`config.mk`:
```
export PLATFORM = sky130hd
export DESIGN_NAME = alu_shift_sched
export DESIGN_NICKNAME = d
export VERILOG_FILES = /design/src/rtl/alu_pkg.sv /design/src/rtl/alu_shift_sched_rr_arbiter.sv /design/src/rtl/alu_shift_sched.sv
export SDC_FILE = /design/constraint.sdc
export NUM_CORES = 1
export LEC_CHECK = 0
export ABC_AREA = 1
export CAP_MARGIN = 25
export CORE_MARGIN = 5
export CORE_UTILIZATION = 37
export DETAILED_ROUTE_END_ITERATION = 10
export PLACE_DENSITY = 0.84
export SYNTH_ARGS = -nofsm -noshare
export SYNTH_HDL_FRONTEND = slang
export SYNTH_HIERARCHICAL = 1
export SYNTH_SLANG_ARGS = --single-unit
```
`constraint.sdc`:
```
create_clock -name soc_clk -period 1.6 [get_ports soc_clk]
set_input_delay 0.32 -clock soc_clk [delete_from_list [all_inputs] [get_ports soc_clk]]
set_output_delay 0.32 -clock soc_clk [all_outputs]
set_load 0.02 [all_outputs]
```
`src/rtl/alu_pkg.sv`:
```
// Shared constants, FSM state encoding and opcode decode for the shift scheduler.
package alu_pkg;

   localparam logic [4:0] OP_SLL = 5'd8;
   localparam logic [4:0] OP_SRL = 5'd12;
   localparam logic [4:0] OP_SRA = 5'd13;

   typedef enum logic [1:0] {
      S_IDLE,
      S_ISSUE,
      S_WAIT,
      S_RESP
   } state_e;

   function automatic logic is_shift_op(input logic [4:0] op);
      return (op == OP_SLL) || (op == OP_SRL) || (op == OP_SRA);
   endfunction

endpackage

```
`src/rtl/alu_shift_sched_rr_arbiter.sv`:
```
// Combinational round-robin arbiter: the first asserted request at or after ptr wins.
module rr_arbiter #(
   parameter int N  = 2,
   parameter int IW = (N > 1) ? $clog2(N) : 1
) (
   input  logic [N-1:0]  req,
   input  logic [IW-1:0] ptr,
   output logic [N-1:0]  grant,
   output logic [IW-1:0] idx
);

   function automatic logic [IW-1:0] wrap_idx(input int base, input int off);
      return IW'((base + off) % N);
   endfunction

   logic found;

   // NOTE: every output gets a default before the loop so no path leaves one unassigned, which would infer a latch.
   always_comb begin
      grant = '0;
      idx   = '0;
      found = 1'b0;
      for (int off = 0; off < N; off++) begin
         if (!found && req[wrap_idx(int'(ptr), off)]) begin
            found                          = 1'b1;
            grant[wrap_idx(int'(ptr), off)] = 1'b1;
            idx                            = wrap_idx(int'(ptr), off);
         end
      end
   end

endmodule

```
`src/rtl/alu_shift_sched.sv`:
```
// Shares one registered shifter among NREQ requesters: accept, issue, wait one cycle, respond.
module alu_shift_sched
   import alu_pkg::*;
#(
   parameter int NREQ = 2,
   parameter int IDW  = $clog2(NREQ)
) (
   input  logic                soc_clk,
   input  logic                reset,
   input  logic [NREQ-1:0]     req_valid,
   output logic [NREQ-1:0]     req_ready,
   input  logic [NREQ*32-1:0]  req_dat1,
   input  logic [NREQ*32-1:0]  req_dat2,
   input  logic [NREQ*5-1:0]   req_op,
   output logic                rsp_valid,
   input  logic                rsp_ready,
   output logic [IDW-1:0]      rsp_id,
   output logic [31:0]         rsp_result,
   output logic                rsp_err,
   output logic                sh_dat_ready,
   output logic [31:0]         sh_dat1,
   output logic [31:0]         sh_dat2,
   output logic [4:0]          sh_op,
   input  logic [31:0]         sh_result,
   output logic                busy
);

   state_e          state_q, state_d;
   logic [IDW-1:0]  ptr_q, ptr_d;
   logic [IDW-1:0]  id_q, id_d;
   logic [31:0]     dat1_q, dat1_d;
   logic [31:0]     dat2_q, dat2_d;
   logic [4:0]      op_q, op_d;
   logic [31:0]     result_q, result_d;
   logic            err_q, err_d;

   logic [NREQ-1:0] grant;
   logic [IDW-1:0]  gidx;
   logic [4:0]      gop;

   rr_arbiter #(.N(NREQ), .IW(IDW)) u_arb (
      .req   (req_valid),
      .ptr   (ptr_q),
      .grant (grant),
      .idx   (gidx)
   );

   assign gop = req_op[5*int'(gidx) +: 5];

   // The grant is only a handshake while idle and out of reset.
   assign req_ready    = (state_q == S_IDLE && reset) ? grant : '0;
   assign busy         = (state_q != S_IDLE);
   assign rsp_valid    = (state_q == S_RESP);
   assign sh_dat_ready = (state_q == S_ISSUE);
   assign sh_dat1      = dat1_q;
   assign sh_dat2      = dat2_q;
   assign sh_op        = op_q;
   assign rsp_id       = id_q;
   assign rsp_result   = result_q;
   assign rsp_err      = err_q;

   // NOTE: next-state logic uses blocking '=' in always_comb; the registers below use non-blocking '<=' only.
   always_comb begin
      state_d  = state_q;
      ptr_d    = ptr_q;
      id_d     = id_q;
      dat1_d   = dat1_q;
      dat2_d   = dat2_q;
      op_d     = op_q;
      result_d = result_q;
      err_d    = err_q;
      case (state_q)
         S_IDLE: begin
            if (|req_valid) begin
               id_d   = gidx;
               ptr_d  = IDW'((int'(gidx) + 1) % NREQ);
               dat1_d = req_dat1[32*int'(gidx) +: 32];
               dat2_d = req_dat2[32*int'(gidx) +: 32];
               op_d   = gop;
               err_d  = !is_shift_op(gop);
               if (is_shift_op(gop)) begin
                  state_d = S_ISSUE;
               end else begin
                  result_d = '0;
                  state_d  = S_RESP;
               end
            end
         end
         S_ISSUE: state_d = S_WAIT;
         S_WAIT: begin
            result_d = sh_result;
            state_d  = S_RESP;
         end
         S_RESP: begin
            if (rsp_ready) state_d = S_IDLE;
         end
         default: state_d = S_IDLE;
      endcase
   end

   always_ff @(posedge soc_clk) begin
      if (!reset) begin
         state_q  <= S_IDLE;
         ptr_q    <= '0;
         id_q     <= '0;
         dat1_q   <= '0;
         dat2_q   <= '0;
         op_q     <= '0;
         result_q <= '0;
         err_q    <= 1'b0;
      end else begin
         state_q  <= state_d;
         ptr_q    <= ptr_d;
         id_q     <= id_d;
         dat1_q   <= dat1_d;
         dat2_q   <= dat2_d;
         op_q     <= op_d;
         result_q <= result_d;
         err_q    <= err_d;
      end
   end

endmodule

```
# Word level (Yosys, flattened, before mapping)
# Index checks and enable logic that the tools add are counted.
[totals]
register_bits = 106
in_bits = 175
out_inout_bits = 108
word_cells = 64
[op_classes]
n_addsub = 2
n_mul = 1
n_lt_le_gt_ge = 4
n_eq_ne = 9
shift = 3
n_mux = 21
bitwise_logic = 1
reduce_logical = 15
[op_table]
columns = ["operator", "n"]
rows = [
  ["64-bit by 7-bit indexed part select with 32-bit output", 2],
  ["32-bit two-way mux", 2],
  ["32-bit one-hot mux with 2 select lines", 1],
  ["5-bit by 4-bit == test with 1-bit output, second input constant", 3],
  ["2-bit two-way mux", 6],
  ["10-bit by 5-bit indexed part select with 5-bit output", 1],
  ["1-bit two-way mux", 9],
  ["2-bit one-hot mux with 4 select lines", 1],
  ["2-bit == test, second input constant", 2],
  ["1-bit logical AND", 4],
  ["1-bit by 2-bit < comparator with 1-bit output, second input constant", 2],
  ["3-bit by 1-bit multiplier with 4-bit output, first input constant", 1],
  ["2-bit by 1-bit != test with 1-bit output, second input constant", 2],
  ["2-bit AND reduction", 2],
  ["2-bit nonzero test", 2],
  ["3-bit AND reduction", 1],
  ["1-bit adder, second input constant", 2],
  ["1-bit demux with 1-bit select", 2],
  ["2-bit by 1-bit == test with 1-bit output, second input constant", 1],
  ["1-bit greater-or-equal comparator, second input constant", 2],
  ["1-bit logical NOT", 2],
  ["2-bit logical NOT", 1],
  ["1-bit logical OR", 2],
  ["2-bit != test, second input constant", 1],
  ["other kinds (2)", 2],
]

# Logic depth before layout (Yosys ltp)
# Gate-level depths: netlist of run 1.
[depth]
depth_word = 14
mapped_depth = 15
ltp_nobuf = 13

# Modules after synthesis
# The synthesis of run 1 kept the hierarchy.
[by_module_without_submodules]
columns = ["mod", "n_inst", "cells_each", "area_each_um2"]
rows = [
  ["alu_shift_sched", 1, 639, 4621.9],
  ["rr_arbiter", 1, 6, 23.8],
]

# Worst setup path before layout of run 1
# No wires, ideal clock.
[synth_path]
path_kind = "reg-to-reg"
from = "register state_q[0]"
to = "register result_q[23], in the netlist rsp_result[23]"
setup_time_ns = 0.117
t_arrival_ns = 1.466
slack_ns = 0.016
path_stages_with_launch = 8
n_path_buf = 1
cell_sequence = "dfxtp_1 -> inv_1 -> ha_1 -> inv_1 -> nand2_1 -> clkbuf_1 -> a21boi_0 -> nor2_1"
[synth_via]
elab_chain_cells = 3
[synth_lines]
columns = ["item", "line", "source"]
rows = [
  ["start, declared", "alu_shift_sched.sv:28", "state_e state_q, state_d;"],
  ["start signal, assigned", "alu_shift_sched.sv:112", "state_q <= state_d;"],
  ["2-bit logical NOT or 2-bit == test (tied branches)", "alu_shift_sched.sv:72", "case (state_q)"],
  ["2-bit != test (no source line), or another cell as far along", "--", ""],
  ["3-bit AND reduction (no source line)", "--", ""],
  ["end signal, assigned", "alu_shift_sched.sv:118", "result_q <= result_d;"],
  ["end, declared", "alu_shift_sched.sv:34", "logic [31:0] result_q, result_d;"],
]
# Parallel ways exist; a longest one is shown, timed or not.
# A chain may end at the register's enable or synchronous reset.

# Final worst setup path of run 1
[layout_path]
from = "register ptr_q"
to = "register dat1_q[0], in the netlist sh_dat1[0]"
[layout_via]
elab_chain_cells = 7
[layout_lines]
columns = ["item", "line", "source"]
rows = [
  ["start, declared", "alu_shift_sched.sv:29", "logic [IDW-1:0] ptr_q, ptr_d;"],
  ["start signal, assigned", "alu_shift_sched.sv:113", "ptr_q <= ptr_d;"],
  ["1-bit two-way mux (implied by the code) (2 in a row)", "alu_shift_sched_rr_arbiter.sv:24", "if (!found && req[wrap_idx(int'(ptr), off)]) begin"],
  ["1-bit two-way mux", "alu_shift_sched_rr_arbiter.sv:24", ""],
  ["1-bit logical NOT", "alu_shift_sched_rr_arbiter.sv:24", ""],
  ["1-bit logical AND", "alu_shift_sched_rr_arbiter.sv:24", ""],
  ["1-bit two-way mux *", "alu_shift_sched_rr_arbiter.sv:24", ""],
  ["named net gidx", "alu_shift_sched.sv:38", "logic [IDW-1:0] gidx;"],
  ["64-bit by 7-bit indexed part select with 32-bit output *", "alu_shift_sched.sv:77", "dat1_d = req_dat1[32*int'(gidx) +: 32];"],
  ["end signal, assigned", "alu_shift_sched.sv:115", "dat1_q <= dat1_d;"],
  ["end, declared", "alu_shift_sched.sv:31", "logic [31:0] dat1_q, dat1_d;"],
]
# The timed path passes the listed nets; every way through them passes the cells marked *. The select of a mux whose other input is x is not followed.

==> results of run 1 <==
==> metal layers <==
layer	track usage	vias to the layer above	part of all wire
met5	0	-	0
met4	0.0791	0	0.024
met3	0.0747	29	0.095
met2	0.370	249	0.50
met1	0.256	2507	0.38
li1	-	2717	-
==> kinds of logic (layout without fill, tap and decap cells) <==
group	count (synthesis)	in the layout	synth area share
adder cells (fa/ha/maj)	4	4	0.0108
buffers and inverters	62	373	0.0611
AO/OA/AOI/OAI	107	107	0.149
AND/OR/NAND/NOR	366	367	0.323
other	0	1	0
flip-flops	106	106	0.457
==> synth_stat cells <==
library cell    n  share of area
a31oi_1        65          0.088
a21boi_1        7          0.011
ha_1            4          0.011
or2_2           1         0.0013
nand3_2         1         0.0022
buf_6           1         0.0024
a21oi_1         5         0.0054
buf_1           3         0.0024
o21ai_2         1         0.0019
nand2_2         1         0.0013
o21ai_0         7         0.0075
a211oi_1        2         0.0032
nand3b_1       26          0.042
clkbuf_1       22          0.018
inv_2           2         0.0016
nor2_1         48          0.039
buf_4           6         0.0097
a21boi_0       19          0.031
o21ai_1         1         0.0011
and3_1          2         0.0027
nor2_2          1         0.0013
buf_2          17          0.018
nand2_1       284           0.23
inv_1          11         0.0089
nand2_4         1         0.0024
dfxtp_1       106           0.46
nor3_1          1         0.0011
==> where the power goes <==
| group | internal, uW | switching [uW] |
|---|---|---|
| combinational | 3790 | 4550 |
| sequential | 3570 | 453 |
| clock | 1290 | 992 |
| total | 8650 | 5990 |
==> critical path: stages (launching register included) <==
cell	delay, ns
dfxtp_2	0.35
nand2_4	0.10
nand2_8	0.07
buf_4	0.14
buf_4	0.12
buf_4	0.13
nor2_4	0.09
buf_12	0.16
clkbuf_16	0.17
nand2_1	0.07
a31oi_1	0.19
==> through the flow <==
step	instance area (um^2)	setup WS [ns]	utilization	setup TNS (ns)
after floorplan	4650	0.0161	-	0
after global placement	7910	-0.600	0.635	-51.41
after detailed placement	7910	-0.702	0.635	-59.66
after CTS	8220	-0.00231	0.659	-0.00231
after global routing	8740	-0.177	0.701	-4.82
final	8740	-0.0788	0.701	-0.183
==> cell usage in the layout, fill, tap and decap left out, types with 7 or more instances in the layout <==
cell / netlist / routed
a21boi_0: 19 / 7
a21boi_1: 7 / 19
a31oi_1: 65 / 63
buf_12: 0 / 16
buf_4: 6 / 30
buf_6: 1 / 10
clkbuf_16: 0 / 17
clkdlybuf4s50_1: 0 / 171
dfxtp_1: 106 / 104
dlygate4sd2_1: 0 / 100
inv_1: 11 / 8
nand2_1: 284 / 251
nand2_2: 1 / 27
nand3b_1: 26 / 26
nor2_1: 48 / 44
o21ai_0: 7 / 7
==> state kept, by name, summed over array words and instances (netlist names) <==
| name | flops |
|---|---|
| rsp_id | 1 |
| sh_dat2 | 32 |
| ptr_q | 1 |
| sh_dat1 | 32 |
| state_q | 2 |
| sh_op | 5 |
| rsp_result | 32 |
| rsp_err | 1 |
==> final cells by class <==
cell class	instances	area, um^2	share of cell area
flip-flops and latches	106	2120	0.243
repair buffers	345	3560	0.407
well taps	172	215	0.0246
inverters	13	51.3	0.00587
diodes	1	2.50	0.000286
clock buffers	11	253	0.0289
clock inverters	4	51.3	0.00587
multi-input cells	478	2490	0.285
==> repair_timing <==
action / 4_1_cts / 5_1_grt
setup endpoints to repair: 202 / 106
cloned: 1 / 12
setup buffers: 6 / 6
resized for setup: 142 / 76
pin swaps: 3 / 21
hold buffers: 0 / 0
==> worst min path at each step <==
stage / slack [ns] / startpoint / to / depth (start not counted)
floorplan: 0.48 / req_dat1[32] / sh_dat1[0] / 2
global placement: 0.47 / rsp_result[26] / rsp_result[26] / 2
detailed placement: 0.47 / sh_dat2[3] / sh_dat2[3] / 2
CTS: 0.48 / sh_dat2[3] / sh_dat2[3] / 2
global route: 0.50 / sh_dat1[11] / sh_dat1[11] / 2
finish: 0.47 / rsp_result[28] / rsp_result[28] / 2
==> run_results.csv, run 1 <==
group,metric,value,unit
outcome,status,"finished, violations left",
outcome,violations,"negative setup slack",
pwr,p_total,14600,uW
synth,ys_types,27,
synth,synth_nets,824,
clock_tree,clockRootBuffer,"clkbuf_16",
floorplan,core_area,12500,um^2
clock_tree,htreeDepth,3,
clock_tree,clock-sinks,106,
cells_and_area,finalNonFillerCells,1130,
clock_tree,clkTransAtPathRegs,0.07,ns
worst_setup_path,rr_worst_depth,10,
synth,ys_ff_latch,106,
pwr,power_density,1670,nW/um^2
sta,hold_violations,0,
worst_setup_path,r2r-end,"sh_dat1[0]",
sta,setup_viol,11,
sta,min_period,1.68,ns
routing,drc,0,
synth,synth_seq_area_share,0.457,
synth,synth_area,4650,um^2
floorplan,start_util,0.373,
synth,syn_inst,645,
worst_setup_path,cp.arrival,1.94,ns
global_routing,grt_pass1_wl,25700,um
clock_tree,clk_latency,0.34,ns
sta,final_max_slew_viol_count,0,
floorplan,die_area,14900,um^2
routing,drt-vias-per-instance,4.87,
sta,rsz0062_at_grt,"true",
global_routing,antenna_found_initial,1,
worst_setup_path,worstSetupPathType,"reg2reg",
routing,routed_wl,18900,um
cells_and_area,fin_nets,1132,
placed_design,gp_congestion,0.814,
placed_design,placed_cells,1089,
routing,ant_nets,0,
sta,worst_slack,-0.0788,ns
global_routing,grt_max_degree,48,
global_routing,grt_usage,0.218,
floorplan,die_width,122,um
floorplan,num_rows,41,
routing,via_count,5502,
global_routing,gr-total-overflow,0,
pwr,irDropWorstVdd,0.757,mV
clock_tree,cts_made_buffers,9,
worst_setup_path,reg2reg_from,"ptr_q",
sta,max_freq,0.596,GHz
placed_design,portBuffers,282,
worst_setup_path,cp-endpoint,"sh_dat1[0]",
sta,fin_crit_sh,1.05,
clock_tree,cts_tree,"yes",
routing,drt_iter0_drc,340,
floorplan,dieHeight,122,um
worst_setup_path,setup.worst_path.end_class,"register",
worst_setup_path,setup.worst_path.start,"ptr_q",
pwr,p_leak,0.00395,uW
placed_design,hpwl,12500,um
min_path,min_path_type,"reg2reg",
cells_and_area,fillCellCount,1025,
cells_and_area,drive_above_1_share,0.146,
sta,skew,0.00655,ns
worst_setup_path,crit_required,1.86,ns
sta,worst_pin_slew,0.291,ns
routing,routedWlPerCell,16.7,um
worst_setup_path,critPathMaxFanout,9,
job,cap_viol_max_count,0,
cells_and_area,syn2layout_area_growth,88.2,%
floorplan,ios,283,
routing,drt_first_pass_iters,6,
synth,postSynthAreaPerCell,7.20,um^2
synth,yosysWarnings,6,
sta,slew_headroom,0.806,
worst_setup_path,start_kind,"register",
global_routing,grt_pass1_vias,5132,
sta,finalHoldWorstSlack,0.471,ns
clock_tree,clock_path_buffers,2,
worst_setup_path,rrSetupSlack,-0.08,ns
Note: power is estimated with default switching activity, not from simulation.
==> run 2: changes to the inputs <==
CORE_ASPECT_RATIO = 1.5   (was not set)
SKIP_LAST_GASP = 1   (was not set)
==> run 2 against run 1 <==
The flow still finishes with violations (negative setup slack); clock power is 3% lower; die area is 0.31% higher; sequential cell count stayed put; register-to-register slack better by 0.06 ns; combinational power is 2% lower; total power is 1.5% lower; setup slack better by 0.063 ns; critical endpoint is now rsp_result[0]; largest cell class unchanged.
==> run_results.csv, run 2 (synthesized netlist as in run 1, its figures left out) <==
group,metric,value,unit
cells_and_area,fillCellCount,947,
sta,hold_violations,0,
sta,worst_slack,-0.0154,ns
floorplan,die_width,101,um
pwr,irDropWorstVdd,0.712,mV
clock_tree,htreeDepth,3,
sta,skew,0.0106,ns
clock_tree,cts_tree,"yes",
worst_setup_path,start_kind,"register",
floorplan,num_rows,50,
sta,fin_crit_sh,1.01,
routing,drt-vias-per-instance,4.94,
sta,worst_pin_slew,0.388,ns
worst_setup_path,cp.arrival,1.85,ns
sta,final_max_slew_viol_count,0,
min_path,min_path_type,"reg2reg",
worst_setup_path,setup.worst_path.end_class,"register",
worst_setup_path,rrSetupSlack,-0.02,ns
worst_setup_path,crit_required,1.83,ns
global_routing,grt_max_degree,45,
placed_design,portBuffers,282,
routing,routedWlPerCell,16.4,um
worst_setup_path,critPathMaxFanout,8,
global_routing,antenna_found_initial,0,
cells_and_area,final_common_cell,"nand2_1",
routing,drt_first_pass_iters,4,
floorplan,die_area,14900,um^2
routing,drt_iter0_drc,169,
sta,max_freq,0.619,GHz
routing,drc,0,
pwr,p_total,14400,uW
floorplan,start_util,0.375,
cells_and_area,n_antenna_cell,0,
floorplan,dieHeight,147,um
global_routing,grt_pass1_vias,5235,
pwr,power_density,1680,nW/um^2
clock_tree,clock-sinks,106,
floorplan,core_area,12400,um^2
routing,via_count,5490,
global_routing,grt_usage,0.217,
clock_tree,clkTransAtPathRegs,0.07,ns
routing,ant_nets,0,
clock_tree,hold_buffers,0,
clock_tree,clock_path_buffers,2,
pwr,p_leak,0.00394,uW
cells_and_area,final_cell_mix,"271 x nand2_1, 172 x clkdlybuf4s50_1, 103 x dfxtp_1, 94 x dlygate4sd2_1, 64 x a31oi_1",
routing,routed_wl,18300,um
sta,rsz0062_at_grt,"true",
floorplan,ios,283,
sta,min_period,1.62,ns
clock_tree,clockRootBuffer,"clkbuf_16",
cells_and_area,fin_nets,1130,
global_routing,grt_pass1_wl,25700,um
sta,setup_tns,-0.0154,ns
placed_design,hpwl,12300,um
placed_design,gp_congestion,0.818,
job,cap_viol_max_count,0,
cells_and_area,utilization,0.694,
global_routing,gr-total-overflow,0,
sta,slew_headroom,0.741,
outcome,status,"finished, violations left",
outcome,violations,"negative setup slack",
worst_setup_path,worstSetupPathType,"reg2reg",
cells_and_area,syn2layout_area_growth,85.1,%
clock_tree,cts_made_buffers,9,
sta,setup_viol,1,
cells_and_area,drive_above_1_share,0.130,
clock_tree,clk_latency,0.34,ns
==> run 2: critical path, cell delays in order (launching register included) <==
cell and delay [ns]:
dfxtp_2 0.32, nand2_2 0.09, nand2_4 0.11, inv_6 0.10, nand2_1 0.06, nand2_1 0.08
nand2_2 0.07, nand3_4 0.11, nand2_8 0.11, buf_12 0.15, buf_16 0.13, a21boi_2 0.13
nor2_1 0.06
==> run 2: routing by layer <==
layer | GRT usage | up-vias | part of all wire
met5 | 0 | - | 0
met4 | 0.0732 | 0 | 0.028
met3 | 0.0641 | 32 | 0.073
met2 | 0.402 | 208 | 0.54
met1 | 0.228 | 2535 | 0.36
li1 | - | 2715 | -
==> run 2: area by class of cell <==
cell class,count,area (um^2),area share
inverter,13,53.8,0.00626
tap,156,195,0.0227
multi-input combinational,478,2440,0.283
clock inverter,4,52.6,0.00611
timing repair buffer,343,3490,0.406
clock buffer,11,243,0.0282
sequential,106,2130,0.247
==> run 2: what timing repair did <==
item | CTS | global route
endpoints found under the setup margin | 197 | 108
cloned | 3 | 8
resized for setup | 140 | 58
pin swaps | 6 | 24
buffers inserted | 9 | 8
==> run 2: metrics by stage <==
step	worst slack [ns]	area, um^2	hold WS (ns)	cells
6_report	-0.0154	8600	0.485	1111
5_1_grt	-0.0800	8600	0.501	1111
4_1_cts	-0.0175	8220	0.473	1097
3_5_place_dp	-0.739	7830	0.463	1071
3_3_place_gp	-0.598	7830	0.467	1071
2_1_floorplan	0.0161	4650	0.478	645
==> run 2: final timing paths <==
path / from / to / cells past startpoint
setup reg to reg: ptr_q / rsp_result[0] / 12
hold reg to reg: sh_dat2[7] / sh_dat2[7] / 2
hold / removal: sh_dat2[7] / sh_dat2[7] / 2
setup / recovery: ptr_q / rsp_result[0] / 12
==> run 2: power by group <==
part	switching (uW)	internal, uW
logic	4490	3700
clock network	972	1250
registers	445	3580
